### src/rtl/gshare_btb_predictor.sv
// gshare direction predictor with a direct-mapped BTB and a speculative global history
// that is repaired from the EX-supplied snapshot on a mispredict.
module gshare_btb_predictor #(
  parameter int         GHR_BITS    = 8,
  parameter int         BHT_ENTRIES = 256,
  parameter int         BTB_ENTRIES = 64,
  parameter int         TAG_BITS    = 10,
  parameter logic [1:0] CTR_INIT    = 2'b01
) (
  input  logic                clk,
  input  logic                reset,
  output logic                ready,
  input  logic                pred_valid,
  input  logic [31:0]         pred_pc,
  output logic                pred_hit,
  output logic                pred_taken,
  output logic [31:0]         pred_target,
  output logic [GHR_BITS-1:0] pred_ghr,
  input  logic                upd_valid,
  input  logic [31:0]         upd_pc,
  input  logic [GHR_BITS-1:0] upd_ghr,
  input  logic                upd_taken,
  input  logic [31:0]         upd_target,
  input  logic                upd_mispredict
);

  localparam int IDX_BITS = $clog2(BHT_ENTRIES);
  localparam int BIDX     = $clog2(BTB_ENTRIES);

  typedef enum logic {INIT = 1'b0, RUN = 1'b1} state_t;

  state_t                state, state_next;
  logic [IDX_BITS-1:0]   sweep, sweep_next;
  logic [GHR_BITS-1:0]   spec_ghr;
  logic [1:0]            bht [BHT_ENTRIES];
  logic [BTB_ENTRIES-1:0] btb_valid;
  logic [TAG_BITS-1:0]   btb_tag [BTB_ENTRIES];
  logic [31:0]           btb_target [BTB_ENTRIES];

  logic                  run;
  logic [IDX_BITS-1:0]   pidx, uidx;
  logic [BIDX-1:0]       pbidx, ubidx;
  logic [TAG_BITS-1:0]   ptag, utag;
  logic                  lookup_hit;
  logic                  unused_bits;

  function automatic logic [1:0] ctr_next(input logic [1:0] ctr, input logic taken);
    if (taken) begin
      return (ctr == 2'b11) ? 2'b11 : ctr + 2'b01;
    end else begin
      return (ctr == 2'b00) ? 2'b00 : ctr - 2'b01;
    end
  endfunction

  assign run   = (state == RUN);
  assign ready = run;

  assign pidx  = pred_pc[IDX_BITS+1:2] ^ IDX_BITS'(spec_ghr);
  assign uidx  = upd_pc[IDX_BITS+1:2] ^ IDX_BITS'(upd_ghr);
  assign pbidx = pred_pc[BIDX+1:2];
  assign ubidx = upd_pc[BIDX+1:2];
  assign ptag  = pred_pc[BIDX+2 +: TAG_BITS];
  assign utag  = upd_pc[BIDX+2 +: TAG_BITS];

  assign lookup_hit  = btb_valid[pbidx] && (btb_tag[pbidx] == ptag);
  assign unused_bits = ^{pred_pc, upd_pc, upd_ghr};

  always_ff @(posedge clk) begin
    if (reset) begin
      state <= INIT;
      sweep <= '0;
    end else begin
      state <= state_next;
      sweep <= sweep_next;
    end
  end

  always_comb begin
    state_next = state;
    sweep_next = sweep;
    case (state)
      INIT: begin
        if (sweep == IDX_BITS'(BHT_ENTRIES - 1)) begin
          state_next = RUN;
          sweep_next = '0;
        end else begin
          sweep_next = sweep + IDX_BITS'(1);
        end
      end
      RUN: begin
        state_next = RUN;
        sweep_next = '0;
      end
      default: begin
        state_next = INIT;
        sweep_next = '0;
      end
    endcase
  end

  // Lookup reads pre-update tables; everything is forced to zero until the sweep finishes.
  always_comb begin
    pred_hit    = 1'b0;
    pred_taken  = 1'b0;
    pred_target = 32'd0;
    pred_ghr    = '0;
    if (run) begin
      pred_hit    = lookup_hit;
      pred_taken  = lookup_hit & bht[pidx][1];
      pred_target = lookup_hit ? btb_target[pbidx] : 32'd0;
      pred_ghr    = spec_ghr;
    end else begin
      pred_hit    = 1'b0;
      pred_taken  = 1'b0;
      pred_target = 32'd0;
      pred_ghr    = '0;
    end
  end

  // A mispredict repair wins over the same-cycle speculative shift.
  always_ff @(posedge clk) begin
    if (reset) begin
      spec_ghr <= '0;
    end else if (run) begin
      if (upd_valid && upd_mispredict) begin
        spec_ghr <= {upd_ghr[GHR_BITS-2:0], upd_taken};
      end else if (pred_valid && lookup_hit) begin
        spec_ghr <= {spec_ghr[GHR_BITS-2:0], pred_taken};
      end
    end
  end

  always_ff @(posedge clk) begin
    if (!reset && !run) begin
      bht[sweep] <= CTR_INIT;
    end else if (!reset && upd_valid) begin
      bht[uidx] <= ctr_next(bht[uidx], upd_taken);
    end
  end

  always_ff @(posedge clk) begin
    if (reset) begin
      btb_valid <= '0;
    end else if (run && upd_valid && upd_taken) begin
      btb_valid[ubidx] <= 1'b1;
    end
  end

  always_ff @(posedge clk) begin
    if (!reset && run && upd_valid && upd_taken) begin
      btb_tag[ubidx]    <= utag;
      btb_target[ubidx] <= upd_target;
    end
  end

endmodule

### config.mk
export PLATFORM = sky130hd
export DESIGN_NAME = gshare_btb_predictor
export DESIGN_NICKNAME = d
export VERILOG_FILES = /design/src/rtl/gshare_btb_predictor.sv
export SDC_FILE = /design/constraint.sdc
export NUM_CORES = 2
export LEC_CHECK = 0
export CAP_MARGIN = 20
export CORE_MARGIN = 4
export CORE_UTILIZATION = 35
export DETAILED_ROUTE_END_ITERATION = 6
export DONT_BUFFER_PORTS = 1
export GPL_TIMING_DRIVEN = 0
export PLACE_DENSITY_LB_ADDON = 0.3
export SYNTH_ARGS = -nofsm -noshare
export SYNTH_HDL_FRONTEND = slang
export SYNTH_SLANG_ARGS = --single-unit
### constraint.sdc
create_clock -name clk -period 42.9 [get_ports clk]
set_clock_uncertainty 0.1 [all_clocks]
set_input_delay 8.58 -clock clk [delete_from_list [all_inputs] [get_ports clk]]
set_output_delay 8.58 -clock clk [all_outputs]
set_load 0.1 [all_outputs]
==> impl_metrics.toml <==
[run_status]
outcome = "finished, final reports clean"

[global_routing]
grt_pass1_wl_um = 534000
grt_use_total_pct = 19.96
antenna_found_initial = 14
grt_max_degree = 66
first_global_vias = 65820
overflow = 0

[synth]
yosys-top-cells-count = "edfxtp_1, mux4_2, nor2_1"
ys.flop_type = "edfxtp_1"
synth_warnings = 0
yosysMostFrequentCell = "edfxtp_1"
synthCells = 5831
syn-num-nets = 5942
synthTopCellsByArea = "edfxtp_1, mux4_2, dfxtp_1"
synth-seq-area-share_pct = 75.54
synth_edf_count = 3200
synth_top_area_share_pct = 74.29
synth_area_um2 = 129300
synth-seq-cells = 3281
syn_avg_cell_area_um2 = 22.18
async_reset_ff_share_pct = 0
synth_largest_area_cell = "edfxtp_1"
synth_cell_type_count = 71

[sta]
setup_violations = 0
whs_ps = 369.7
max_slew_margin_pct = 16.45
tns_ps = 0
max_freq_ghz = 0.04223
min_period_ps = 23680
setup_slack_ps = 19220
finalCritPeriodShare_pct = 55.20
hold_viol = 0
drv_slew = 0
rsz0062_at_grt = "no"
tightest_slew_ps = 1253

[critical_path]
reg2reg_depth = 11
worstReg2RegEnd = "spec_ghr[0]"
worstPathArrival_ps = 15000
cp-end-kind = "output pin"
cp_max_fo = 10
critPathKind = "in -> out"
start_kind = "primary input"
regToRegStartpoint = "spec_ghr[0]"
r2r_slack_ps = 37940
required_ps = 34220

[placement]
numPortBuffers = 0
place_area_um2 = 140300
gp_congestion = 0.8412
dpl.hpwl_um = 262200
pre_cts_slack_ps = 19300

[hold_path]
whs_endpoint = "btb_valid[46]"
hp-class = "reg -> reg"
hold_depth = 2
hp-start = "btb_valid[46]"

[cells_and_area]
n_fill_cell = 31850
regArea_um2 = 97710
final_area_um2 = 151400
syn2layout_area_growth_pct = 17.06
final_net_count = 6510
multi_input_area_um2 = 30510
drive_above_1_share_pct = 29.30

[drt]
dr.pass1.iters = 6
drt_iter0_markers = 8836
drcViolationCount = 0
drtAntennaViolNets = 0
routed_via_density = 5.642
vias = 65540
wl_per_cell_um = 33.28
wl_um = 386500

[cts]
clkTransAtPathRegs_ps = 60
clk_path_buf_depth = 4
cts_hold_buf = 0
cts-root-buf = "clkbuf_16"
clock_latency_ps = 960
cts_tree = "built"
cts_buffers = 350
cts_max_level = 5
cts_sinks = 3281
postCtsSetupBuffers = 0
ctsResizeCount = 0

[pwr]
peakVddDrop_mv = 0.03300
leakagePower_nw = 47.36
p_total_mw = 6.730
p_per_area_nw_per_um2 = 44.45

[floorplanning]
die_area_um2 = 379300
start_util_pct = 35.25
io_pins = 153
core_area_um2 = 366900
die_w_um = 615.9
row_count = 222
die_h_um = 615.9

[run]
max_cap_violations = 0
worst max path at each step:
stage,end,cells after the start,startpoint,slack (ps)
floorplan,bht[0][0],10,upd_ghr[0],19130
global route,pred_target[24],14,pred_pc[3],19240
CTS,pred_target[6],14,pred_pc[3],19300
detailed placement,pred_target[6],14,pred_pc[3],19300
global placement,bht[204][0],10,upd_ghr[0],8500
finish,pred_target[0],14,pred_pc[3],19220
power by group:
part           switching (mW)  total [mW]  internal (mW)
Sequential           0.000449        3.51           3.51
Combinational           0.187       0.315          0.128
Clock                    1.27        2.91           1.64
critical path: stages:
cell and delay, ps:
buf_4 210, buf_4 270, buf_4 320, buf_4 360
buf_2 590, buf_2 450, buf_2 370, buf_1 670
clkbuf_1 680, mux4_2 410, mux4_2 520, a211oi_1 1030
a311oi_4 190, buf_16 270
layout make-up:
cell class | instances | share of cell area (%)
tap | 4928 | 4.072
multi-input combinational | 2134 | 20.15
timing repair buffer | 216 | 2.773
buffer | 342 | 1.051
clock buffer | 435 | 6.108
antenna | 8 | 0.01322
sequential | 3281 | 64.53
inverter | 74 | 0.1834
clock inverter | 197 | 1.112
per-stage QoR:
stage	cells	util [%]
floorplan	5831	-
global placement	10760	36.93
detailed placement	10970	38.24
CTS	11600	41.22
global route	11610	41.26
finish	11620	41.26
cell usage in the layout, fill, tap and decap left out, types with 11 or more instances in the layout:
cell / instances
a211oi_1: 20
a211oi_4: 11
a21oi_1: 13
a22oi_1: 38
and2_1: 27
and3_1: 25
buf_1: 27
buf_12: 131
buf_16: 30
buf_2: 100
buf_4: 27
buf_6: 15
buf_8: 45
bufinv_16: 18
clkbuf_1: 252
clkbuf_16: 357
clkinv_1: 91
clkinv_2: 52
dfxtp_1: 81
edfxtp_1: 3200
inv_1: 74
mux2_2: 17
mux2i_1: 124
mux4_1: 11
mux4_2: 1021
nand2_1: 122
nand2b_1: 13
nand3_1: 38
nand4_1: 12
nor2_1: 324
nor2_4: 64
nor2b_1: 26
o21ai_0: 12
o22ai_1: 76
xnor2_1: 17
xor2_1: 16
metal layers:
layer	routed length, um	GRT usage [%]	vias to the layer above
met4	15850	7.211	2
met2	189700	33.12	3410
met3	33340	3.709	688
met1	147600	26.33	35590
met5	13	0	-
li1	-	-	25850
kinds of logic after synthesis:
logic type               after synthesis  synth area share (%)
multiplexers                        1173                 19.11
flip-flops                          3281                 75.54
AND/OR/NAND/NOR                      676                 2.265
XOR/XNOR                              36                0.2496
buffers and inverters                416                 1.437
adder cells (fa/ha/maj)                1              0.009672
AO/OA/AOI/OAI                        248                 1.385
state kept, by name, indices dropped and copies added, names as in the netlist:
register,count
ready,1
btb_tag,640
bht,512
btb_valid,64
spec_ghr,8
sweep,8
btb_target,2048
Power figures use the tool's default switching activity.
